<file path="config.mk">
export PLATFORM = sky130hd
export DESIGN_NAME = ir_transmit_flat
export DESIGN_NICKNAME = d
export VERILOG_FILES = /design/src/rtl/ir_nec_pkg.sv /design/src/rtl/ir_transmit_if.sv /design/src/rtl/ir_carrier_gen.sv /design/src/rtl/ir_transmit.sv /design/src/flat_wrapper.sv
export SDC_FILE = /design/constraint.sdc
export NUM_CORES = 1
export LEC_CHECK = 0
export CORE_AREA = 5 5 124 126
export CTS_BUF_LIST = sky130_fd_sc_hd__clkbuf_2
export DETAILED_ROUTE_END_ITERATION = 7
export DIE_AREA = 0 0 129 131
export GPL_TIMING_DRIVEN = 1
export SETUP_SLACK_MARGIN = 0.15
export SYNTH_ARGS = -nofsm -noshare
export SYNTH_HDL_FRONTEND = slang
export SYNTH_SLANG_ARGS = --single-unit
</file>
<file path="constraint.sdc">
create_clock -name iCLK -period 2.25 [get_ports iCLK]
set_clock_uncertainty 0.05 [all_clocks]
set_input_delay 0.675 -clock iCLK [delete_from_list [all_inputs] [get_ports iCLK]]
set_output_delay 0.675 -clock iCLK [all_outputs]
set_load 0.02 [all_outputs]
</file>
<file path="src/rtl/ir_nec_pkg.sv">
// rtl/ir_nec_pkg.sv - NEC transmitter states, segment unit counts and frame helpers
package ir_nec_pkg;

  typedef enum logic [2:0] {
    S_IDLE,
    S_LEAD_MARK,
    S_LEAD_SPACE,
    S_REP_SPACE,
    S_BIT_MARK,
    S_BIT_SPACE,
    S_STOP_MARK
  } nec_state_t;

  localparam int unsigned LEAD_MARK_U  = 16;
  localparam int unsigned LEAD_SPACE_U = 8;
  localparam int unsigned REP_SPACE_U  = 4;
  localparam int unsigned BIT_MARK_U   = 1;
  localparam int unsigned ZERO_SPACE_U = 1;
  localparam int unsigned ONE_SPACE_U  = 3;
  localparam int unsigned STOP_U       = 1;
  localparam int unsigned FRAME_BITS   = 32;
  localparam int unsigned SEG_W        = 5;

  // Bit 0 leaves first, so the receiver sees the address in the low byte.
  function automatic logic [31:0] nec_frame_word(input logic [7:0] addr, input logic [7:0] cmd);
    return {~cmd, cmd, ~addr, addr};
  endfunction

  function automatic logic [SEG_W-1:0] space_units(input logic b);
    return b ? SEG_W'(ONE_SPACE_U) : SEG_W'(ZERO_SPACE_U);
  endfunction

endpackage

</file>
<file path="src/rtl/ir_transmit_if.sv">
// rtl/ir_transmit_if.sv - request and waveform signals of the NEC transmitter
interface ir_transmit_if;
  logic       iSTART;
  logic       iREPEAT;
  logic [7:0] iADDR;
  logic [7:0] iCMD;
  logic       oIRDA_TX;
  logic       oENV;
  logic       oBUSY;
  logic       oDONE;

  modport master (
    output iSTART, iREPEAT, iADDR, iCMD,
    input  oIRDA_TX, oENV, oBUSY, oDONE
  );

  modport slave (
    input  iSTART, iREPEAT, iADDR, iCMD,
    output oIRDA_TX, oENV, oBUSY, oDONE
  );
endinterface

</file>
<file path="src/rtl/ir_carrier_gen.sv">
// rtl/ir_carrier_gen.sv - square-wave carrier phase with synchronous restart to high
module ir_carrier_gen #(
  parameter int unsigned HALF = 658
) (
  input  logic clk,
  input  logic rst_n,
  input  logic en,
  input  logic restart,
  output logic phase_d_o
);

  localparam int CW = (HALF > 1) ? $clog2(HALF) : 1;

  logic [CW-1:0] cnt_q, cnt_d;
  logic          phase_q, phase_d;

  always_comb begin
    cnt_d   = cnt_q;
    phase_d = phase_q;
    if (restart) begin
      cnt_d   = '0;
      phase_d = 1'b1;
    end else if (en) begin
      if (cnt_q == CW'(HALF - 1)) begin
        cnt_d   = '0;
        phase_d = ~phase_q;
      end else begin
        cnt_d = cnt_q + 1'b1;
      end
    end
  end

  always_ff @(posedge clk or negedge rst_n) begin
    if (!rst_n) begin
      cnt_q   <= '0;
      phase_q <= 1'b0;
    end else begin
      cnt_q   <= cnt_d;
      phase_q <= phase_d;
    end
  end

  // Next phase is exported so the owner can register a glitch-free gated output.
  assign phase_d_o = phase_d;

endmodule

</file>
<file path="src/rtl/ir_transmit.sv">
// rtl/ir_transmit.sv - NEC frame / repeat-code transmitter with 38 kHz modulated output
module ir_transmit
  import ir_nec_pkg::*;
#(
  parameter int unsigned UNIT_CYCLES  = 28125,
  parameter int unsigned CARRIER_HALF = 658
) (
  input  logic         iCLK,
  input  logic         iRST_n,
  ir_transmit_if.slave bus
);

  localparam int UW = $clog2(UNIT_CYCLES + 1);

  nec_state_t       state_q;
  logic [UW-1:0]    unit_q;
  logic [SEG_W-1:0] seg_q;
  logic [4:0]       bit_idx_q;
  logic [31:0]      word_q;
  logic             rep_q;
  logic             env_q, busy_q, done_q, tx_q;

  logic start_ok, unit_end, step, enter_mark, env_d, phase_d;

  // step marks the last cycle of the current segment; every space is followed by a mark.
  always_comb begin
    start_ok   = (state_q == S_IDLE) && bus.iSTART;
    unit_end   = (unit_q == '0);
    step       = (state_q != S_IDLE) && unit_end && (seg_q == SEG_W'(1));
    enter_mark = start_ok ||
                 (step && (state_q == S_LEAD_SPACE || state_q == S_REP_SPACE ||
                           state_q == S_BIT_SPACE));
    env_d      = enter_mark ? 1'b1 : (step ? 1'b0 : env_q);
  end

  ir_carrier_gen #(
    .HALF (CARRIER_HALF)
  ) u_carrier (
    .clk       (iCLK),
    .rst_n     (iRST_n),
    .en        (env_d),
    .restart   (enter_mark),
    .phase_d_o (phase_d)
  );

  always_ff @(posedge iCLK or negedge iRST_n) begin
    if (!iRST_n) begin
      state_q   <= S_IDLE;
      unit_q    <= '0;
      seg_q     <= '0;
      bit_idx_q <= '0;
      word_q    <= '0;
      rep_q     <= 1'b0;
      env_q     <= 1'b0;
      busy_q    <= 1'b0;
      done_q    <= 1'b0;
      tx_q      <= 1'b0;
    end else begin
      env_q  <= env_d;
      tx_q   <= env_d & phase_d;
      done_q <= 1'b0;
      if (state_q == S_IDLE) begin
        if (bus.iSTART) begin
          state_q   <= S_LEAD_MARK;
          seg_q     <= SEG_W'(LEAD_MARK_U);
          unit_q    <= UW'(UNIT_CYCLES - 1);
          word_q    <= nec_frame_word(bus.iADDR, bus.iCMD);
          rep_q     <= bus.iREPEAT;
          bit_idx_q <= '0;
          busy_q    <= 1'b1;
        end
      end else if (!unit_end) begin
        unit_q <= unit_q - 1'b1;
      end else begin
        unit_q <= UW'(UNIT_CYCLES - 1);
        if (seg_q != SEG_W'(1)) begin
          seg_q <= seg_q - 1'b1;
        end else begin
          case (state_q)
            S_LEAD_MARK: begin
              state_q <= rep_q ? S_REP_SPACE : S_LEAD_SPACE;
              seg_q   <= rep_q ? SEG_W'(REP_SPACE_U) : SEG_W'(LEAD_SPACE_U);
            end
            S_LEAD_SPACE: begin
              state_q   <= S_BIT_MARK;
              seg_q     <= SEG_W'(BIT_MARK_U);
              bit_idx_q <= '0;
            end
            S_REP_SPACE: begin
              state_q <= S_STOP_MARK;
              seg_q   <= SEG_W'(STOP_U);
            end
            S_BIT_MARK: begin
              state_q <= S_BIT_SPACE;
              seg_q   <= space_units(word_q[bit_idx_q]);
            end
            S_BIT_SPACE: begin
              if (bit_idx_q == 5'(FRAME_BITS - 1)) begin
                state_q <= S_STOP_MARK;
                seg_q   <= SEG_W'(STOP_U);
              end else begin
                state_q   <= S_BIT_MARK;
                seg_q     <= SEG_W'(BIT_MARK_U);
                bit_idx_q <= bit_idx_q + 1'b1;
              end
            end
            S_STOP_MARK: begin
              state_q   <= S_IDLE;
              unit_q    <= '0;
              seg_q     <= '0;
              bit_idx_q <= '0;
              busy_q    <= 1'b0;
              done_q    <= 1'b1;
            end
            default: begin
              state_q <= S_IDLE;
              busy_q  <= 1'b0;
            end
          endcase
        end
      end
    end
  end

  assign bus.oIRDA_TX = tx_q;
  assign bus.oENV     = env_q;
  assign bus.oBUSY    = busy_q;
  assign bus.oDONE    = done_q;

endmodule

</file>
<file path="src/flat_wrapper.sv">
// flat-port wrapper written by rule: the top's interface ports become plain ports
module ir_transmit_flat import ir_nec_pkg::*;
#(
  parameter int unsigned UNIT_CYCLES  = 28125,
  parameter int unsigned CARRIER_HALF = 658
)
  (iCLK, iRST_n, bus_iSTART, bus_iREPEAT, bus_iADDR, bus_iCMD, bus_oIRDA_TX, bus_oENV, bus_oBUSY, bus_oDONE);
  ir_transmit_if bus_i ();
  input  logic iCLK;
  input  logic iRST_n;
  input wire logic [$bits(bus_i.iSTART)-1:0] bus_iSTART;
  input wire logic [$bits(bus_i.iREPEAT)-1:0] bus_iREPEAT;
  input wire logic [$bits(bus_i.iADDR)-1:0] bus_iADDR;
  input wire logic [$bits(bus_i.iCMD)-1:0] bus_iCMD;
  output wire logic [$bits(bus_i.oIRDA_TX)-1:0] bus_oIRDA_TX;
  output wire logic [$bits(bus_i.oENV)-1:0] bus_oENV;
  output wire logic [$bits(bus_i.oBUSY)-1:0] bus_oBUSY;
  output wire logic [$bits(bus_i.oDONE)-1:0] bus_oDONE;
  assign bus_i.iSTART = bus_iSTART;
  assign bus_i.iREPEAT = bus_iREPEAT;
  assign bus_i.iADDR = bus_iADDR;
  assign bus_i.iCMD = bus_iCMD;
  assign bus_oIRDA_TX = bus_i.oIRDA_TX;
  assign bus_oENV = bus_i.oENV;
  assign bus_oBUSY = bus_i.oBUSY;
  assign bus_oDONE = bus_i.oDONE;
  ir_transmit #(.UNIT_CYCLES(UNIT_CYCLES), .CARRIER_HALF(CARRIER_HALF)) u_core (.iCLK(iCLK), .iRST_n(iRST_n), .bus(bus_i));
endmodule
</file>
# After elaboration in Yosys (flattened, before gate mapping)
# Index checks and enable logic that the tools add are counted.
word_totals:
  regBits: 76
  input_bits: 20
  word_cells: 101
  out_inout_bits: 4
classes:
  reduce_logical: 22
  bitwise: 4
  mux: 44
  order_cmp: 1
  add_sub_neg: 4
  n_eq_ne: 14
ops:
  columns: ["cell", "n"]
  rows:
  - ["15-bit two-way mux", 5]
  - ["5-bit two-way mux", 9]
  - ["10-bit two-way mux", 3]
  - ["5-bit one-hot mux with 4 select lines", 1]
  - ["1-bit two-way mux", 16]
  - ["8-bit NOT", 2]
  - ["15-bit logical NOT", 1]
  - ["3-bit one-hot mux with 5 select lines", 1]
  - ["15-bit by 1-bit subtractor with 15-bit output, second input constant", 1]
  - ["3-bit two-way mux", 4]
  - ["10-bit by 1-bit adder with 10-bit output, second input constant", 1]
  - ["10-bit == test, second input constant", 1]
  - ["5-bit one-hot mux with 2 select lines", 1]
  - ["3-bit == test, second input constant", 3]
  - ["3-bit by 2-bit == test with 1-bit output, second input constant", 2]
  - ["5-bit by 6-bit < comparator with 1-bit output, second input constant", 1]
  - ["3-bit AND reduction", 2]
  - ["3-bit nonzero test", 2]
  - ["6-bit nonzero test", 1]
  - ["5-bit by 1-bit adder with 5-bit output, second input constant", 1]
  - ["1-bit binary-select mux with 5-bit select", 1]
  - ["5-bit by 1-bit == test with 1-bit output, second input constant", 1]
  - ["5-bit == test, second input constant", 1]
  - ["5-bit by 1-bit != test with 1-bit output, second input constant", 1]
  - ["19 further kinds", 27]

# Logic depth before layout (Yosys ltp)
logic_depth:
  depth_word: 9
  mapped_depth: 9
  mapped_depth_nobuf: 8

# By module
# A second synthesis with hierarchy kept.
unflattened:
  cells_unflattened: 379
  hier_area_um2: 4042.6
by_module_without_submodules:
  columns: ["module", "seq_area_each_um2", "area_per_inst_um2", "n_inst", "cells_each"]
  rows:
  - ["ir_transmit", 1626.6, 3432.0, 1, 320]
  - ["ir_carrier_gen", 275.3, 610.6, 1, 59]

# Worst setup path after synthesis
# No wires, ideal clock.
synth_path:
  path_kind: "input-to-reg"
  from: "input bus_iSTART"
  to: "register u_core.u_carrier.cnt_q[3]"
  path_buffers: 1
  path_stages: 6
  t_required_ps: 2079
  arrival_time_ps: 2215
  setup_ps: 121
  setup_slack_ps: -136
  cell_sequence: "or4b_2 -> clkbuf_1 -> o31ai_1 -> a31oi_1 -> a211o_1 -> a22o_1"
synth_via:
  elab_chain_len: 4
  word_cells_on_any_way: 5
  cone_classes: "mux (2); reduce/logical (3)"
synth_rtl:
  columns: ["item", "line_no", "text"]
  rows:
  - ["start, declared", "flat_wrapper.sv:11", "input wire logic [$bits(bus_i.iSTART)-1:0] bus_iSTART;"]
  - ["1-bit logical AND *", "ir_transmit.sv:27", "start_ok = (state_q == S_IDLE) && bus.iSTART;"]
  - ["1-bit logical OR *", "ir_transmit.sv:30", "enter_mark = start_ok ||"]
  - ["1-bit two-way mux", "ir_transmit.sv:33", "env_d = enter_mark ? 1'b1 : (step ? 1'b0 : env_q);"]
  - ["2-bit nonzero test (no line)", null, null]
  - ["end signal, assigned", "ir_carrier_gen.sv:38", "cnt_q <= cnt_d;"]
  - ["end, declared", "ir_carrier_gen.sv:14", "logic [CW-1:0] cnt_q, cnt_d;"]
# Mark *: on every way between the ends. The rest lies on a longest branch, timed or not.
# A chain may end at the register's enable or synchronous reset.

# Final worst setup path
layout_path:
  from: "register u_core.seg_q[1]"
  to: "register u_core.u_carrier.cnt_q[6]"
layout_via:
  elab_chain_len: 6
  word_cells_on_any_way: 8
  cone_classes: "eq/ne (1); mux (3); reduce/logical (4)"
layout_rtl:
  columns: ["item", "line_no", "text"]
  rows:
  - ["start, declared", "ir_transmit.sv:17", "logic [SEG_W-1:0] seg_q;"]
  - ["start signal, assigned", "ir_transmit.sv:65", "seg_q <= SEG_W'(LEAD_MARK_U);"]
  - ["start signal, assigned", "ir_transmit.sv:77", "seg_q <= seg_q - 1'b1;"]
  - ["start signal, assigned", "ir_transmit.sv:82", "seg_q <= rep_q ? SEG_W'(REP_SPACE_U) : SEG_W'(LEAD_SPACE_U);"]
  - ["5-bit by 1-bit == test with 1-bit output *", "ir_transmit.sv:29", "step = (state_q != S_IDLE) && unit_end && (seg_q == SEG_W'(1));"]
  - ["1-bit logical AND *", "ir_transmit.sv:29", null]
  - ["1-bit logical AND", "ir_transmit.sv:31", "(step && (state_q == S_LEAD_SPACE || state_q == S_REP_SPACE ||"]
  - ["1-bit logical OR", "ir_transmit.sv:30", null]
  - ["1-bit two-way mux", "ir_transmit.sv:33", null]
  - ["2-bit nonzero test (no line)", null, null]
# Marks and branches as above.

==> metrics.md <==
| Metric | Value |
|---|---|
| Die Y | 131 um |
| R2R depth | 9 |
| Reg clk slew, reported paths | about 0.26 ns |
| Leading cell type in the layout, fill and taps excluded | dfrtp_1 |
| Cell variety after synth | 62 |
| Initial antenna violation count | 0 |
| Area of the die | 16900 sq um |
| Cells after synthesis | 456 |
| Worst Setup Start Kind | flip-flop |
| Total negative slack | -1.09 ns |
| Setup ws final | -0.133 ns |
| Avg Vias per Cell | 5.27 |
| Worst vdd ir | approximately 0.00027 V |
| Worst Path Arrival | 2.83 ns |
| Final hold vios | 0 |
| #FFs+latches synth | 76 |
| Vias in the first global route | 4117 |
| Critical path capture point type | flip-flop |
| Avg Cell Area, Syn | 9.09 sq um |
| Final HPWL DP | 7.46 mm |
| Drt pass-1 iters | 5 |
| Synth-to-layout area growth | 44.6% |
| # IOs | 24 |
| GRT overflow | 0 |
| Worst-path fanout max | 7 |
| Status | complete, but fails checks |
| Routed wire length | 11.8 mm |
| Gpl congestion | 0.817 |
| Largest net degree at the start of global routing | 43 |
| Routed wire per std cell | 15.6 um |
| Layout Nets | 595 |
| Placed Area | 5100 sq um |
| Reg2Reg Capture Point | u_core.u_carrier.cnt_q[6] |
| Die W | around 130 um |
| RSZ-0062 raised after global routing | yes |
| # setup viols final | 17 |
| Vias | 3993 |
| Worst Setup SP | u_core.seg_q[1] |
| Initial core utilization | 29.2% |
| Total CTS buffers | 9 |
| Drt drc | 0 |
| Fin crit period | 2.38 ns |
| Crit path kind | reg -> reg |
| Final Cell Area | about 6000 sq um |
| Synth async-reset ratio | 100% |
| Max-slew headroom | 45.9% |
| Commonest non-fill, non-tap cells in the layout | 76 x dfrtp_1, 70 x nand2_1, 70 x buf_4 |
| First-pass GRT wire length | a little under 20 mm |
| Pwr dens | 364 nW/um^2 |
| CTS tree | done |
| Post-synth EDFFs | 0 |
| Total power | 2.18 mW |
| Max Buffers Root-to-Sink | 2 |
| Register-to-register setup slack | -0.13 ns |
| DRT antenna net count | 0 |
| Share of layout cells above drive strength 1 | about 36% |
| Rows | 44 |
| Clock Sinks | 76 |
| Initial DRC count | 216 |
| Class of the worst hold path | in -> async |
| Static leakage | 2.57 nW |
| Critical path required time | 2.70 ns |
| Area of the multi-input gates | approximately 2500 sq um |
| Clock Latency Late Sink | approximately 0.60 ns |
| Register area | 1900 sq um |
| Max Cap Viol | 0 |
| Synth Cell Area | between 4000 and 5000 sq um |
| Post-Syn Nets | slightly below 500 |
| Port Buffer Count | 23 |
| Synth warn | 0 |
| Worst Setup EP | u_core.u_carrier.cnt_q[6] |
| Max Fclk | 420 MHz |
| Fin crit share | 106% |
| WHS | approximately 0.44 ns |
| Max-slew violation count | 0 |
| Top_reg_cell synth | dfrtp_1 |
| Reg2reg start | u_core.seg_q[1] |
| H-tree depth | 3 |
| Post-layout util | 42.2% |
| Failing checks | setup timing |
| Total track usage | 14.5% |
| Ant. Diodes | 0 |
| CTS root buf | clkbuf_2 |
| Slew @ Worst Pin | 0.808 ns |
| Filler cells | 1381 |
| Core Area | 14200 sq um |
| Post-synthesis sequential area ratio | between 40% and 50% |
## synthesized netlist by cell type (all sizes together), types with 7 or more instances
library cell	instances	area [sq um]
o21ai	27	135
dfrtp	76	1900
a211oi	15	113
buf	7	32.5
or3	9	56.3
nand3	14	70.1
ha	7	87.6
nand2	73	274
or2	7	43.8
clkbuf	18	68.8
inv	15	56.3
nor2	33	131
nor3	17	85.1
a21oi	21	105
a22o	8	70.1
o21a	13	97.6
## timing repair
item,CTS,global route
resized for setup,102,31
buffers inserted,25,7
hold buffers,1,0
endpoints found under the hold margin,20,0
setup endpoints to repair,44,53
gates cloned,1,0
pin swaps,49,18
## metrics by stage
step                      setup WS [ns]  instances
after CTS                        -0.111        750
final                            -0.133        757
after global placement           -0.529        707
after detailed placement         -0.576        707
after floorplan                 -0.0154        456
after global routing             -0.214        757
## cell families after synthesis
group,after synthesis,synth area share (%)
buf+inv,40,3.80
mux,13,4.23
simple gates,193,23.1
flops,76,45.9
xor+xnor,3,0.634
fa+ha+maj,7,2.11
compound gates,124,20.3
## final cells by class
class                      instances  share of cell area [%]
inverter                          15                   0.940
tap                              184                    3.84
clock buffer                       9                   0.752
multi-input combinational        340                    42.5
sequential                        76                    31.7
timing repair buffer             126                    19.3
clock inverter                     7                   0.981
## registers in the layout, indices dropped and copies added, names as in the netlist
name                      cells
u_core.unit_q                15
u_core.u_carrier.cnt_q       10
u_core.state_q                3
u_core.u_carrier.phase_q      1
u_core.rep_q                  1
u_core.bus.oENV               1
u_core.bit_idx_q              5
u_core.seg_q                  5
u_core.word_q                32
u_core.bus.oIRDA_TX           1
u_core.bus.oBUSY              1
u_core.bus.oDONE              1
## metal layers
| layer | wire length [um] | GRT usage (%) |
|---|---|---|
| met2 | 5920 | 24.8 |
| met1 | 5250 | 17.9 |
| met5 | 0 | 0 |
| met4 | 285 | 5.99 |
| met3 | 340 | 3.17 |
## worst max-delay path, cell delays in order (launching register included)
cell	delay, ns
dfrtp_1	0.45
inv_2	0.08
ha_4	0.13
or4b_4	0.49
buf_6	0.15
nor2_4	0.17
a211oi_2	0.12
buf_4	0.18
a211o_1	0.23
a22o_1	0.22
## worst min path at each step
stage,start,endpoint,slack (ns),depth (start not counted)
finish,iRST_n,u_core.unit_q[14],0.44,2
global route,iRST_n,u_core.unit_q[14],0.39,2
CTS,iRST_n,u_core.unit_q[14],0.38,2
detailed placement,u_core.word_q[5],u_core.word_q[5],0.41,2
global placement,u_core.word_q[21],u_core.word_q[21],0.41,2
floorplan,iRST_n,u_core.bit_idx_q[0],0.33,0
## report_power, final
group / internal (mW) / switching, mW / leakage (nW)
combinational: 0.0374 / 0.0361 / 1.53
clock: 0.167 / 0.566 / 0.0668
sequential: 1.37 / 0.000816 / 0.978
total: 1.58 / 0.603 / 2.57
No activity file was read; power rests on OpenSTA's default activity.
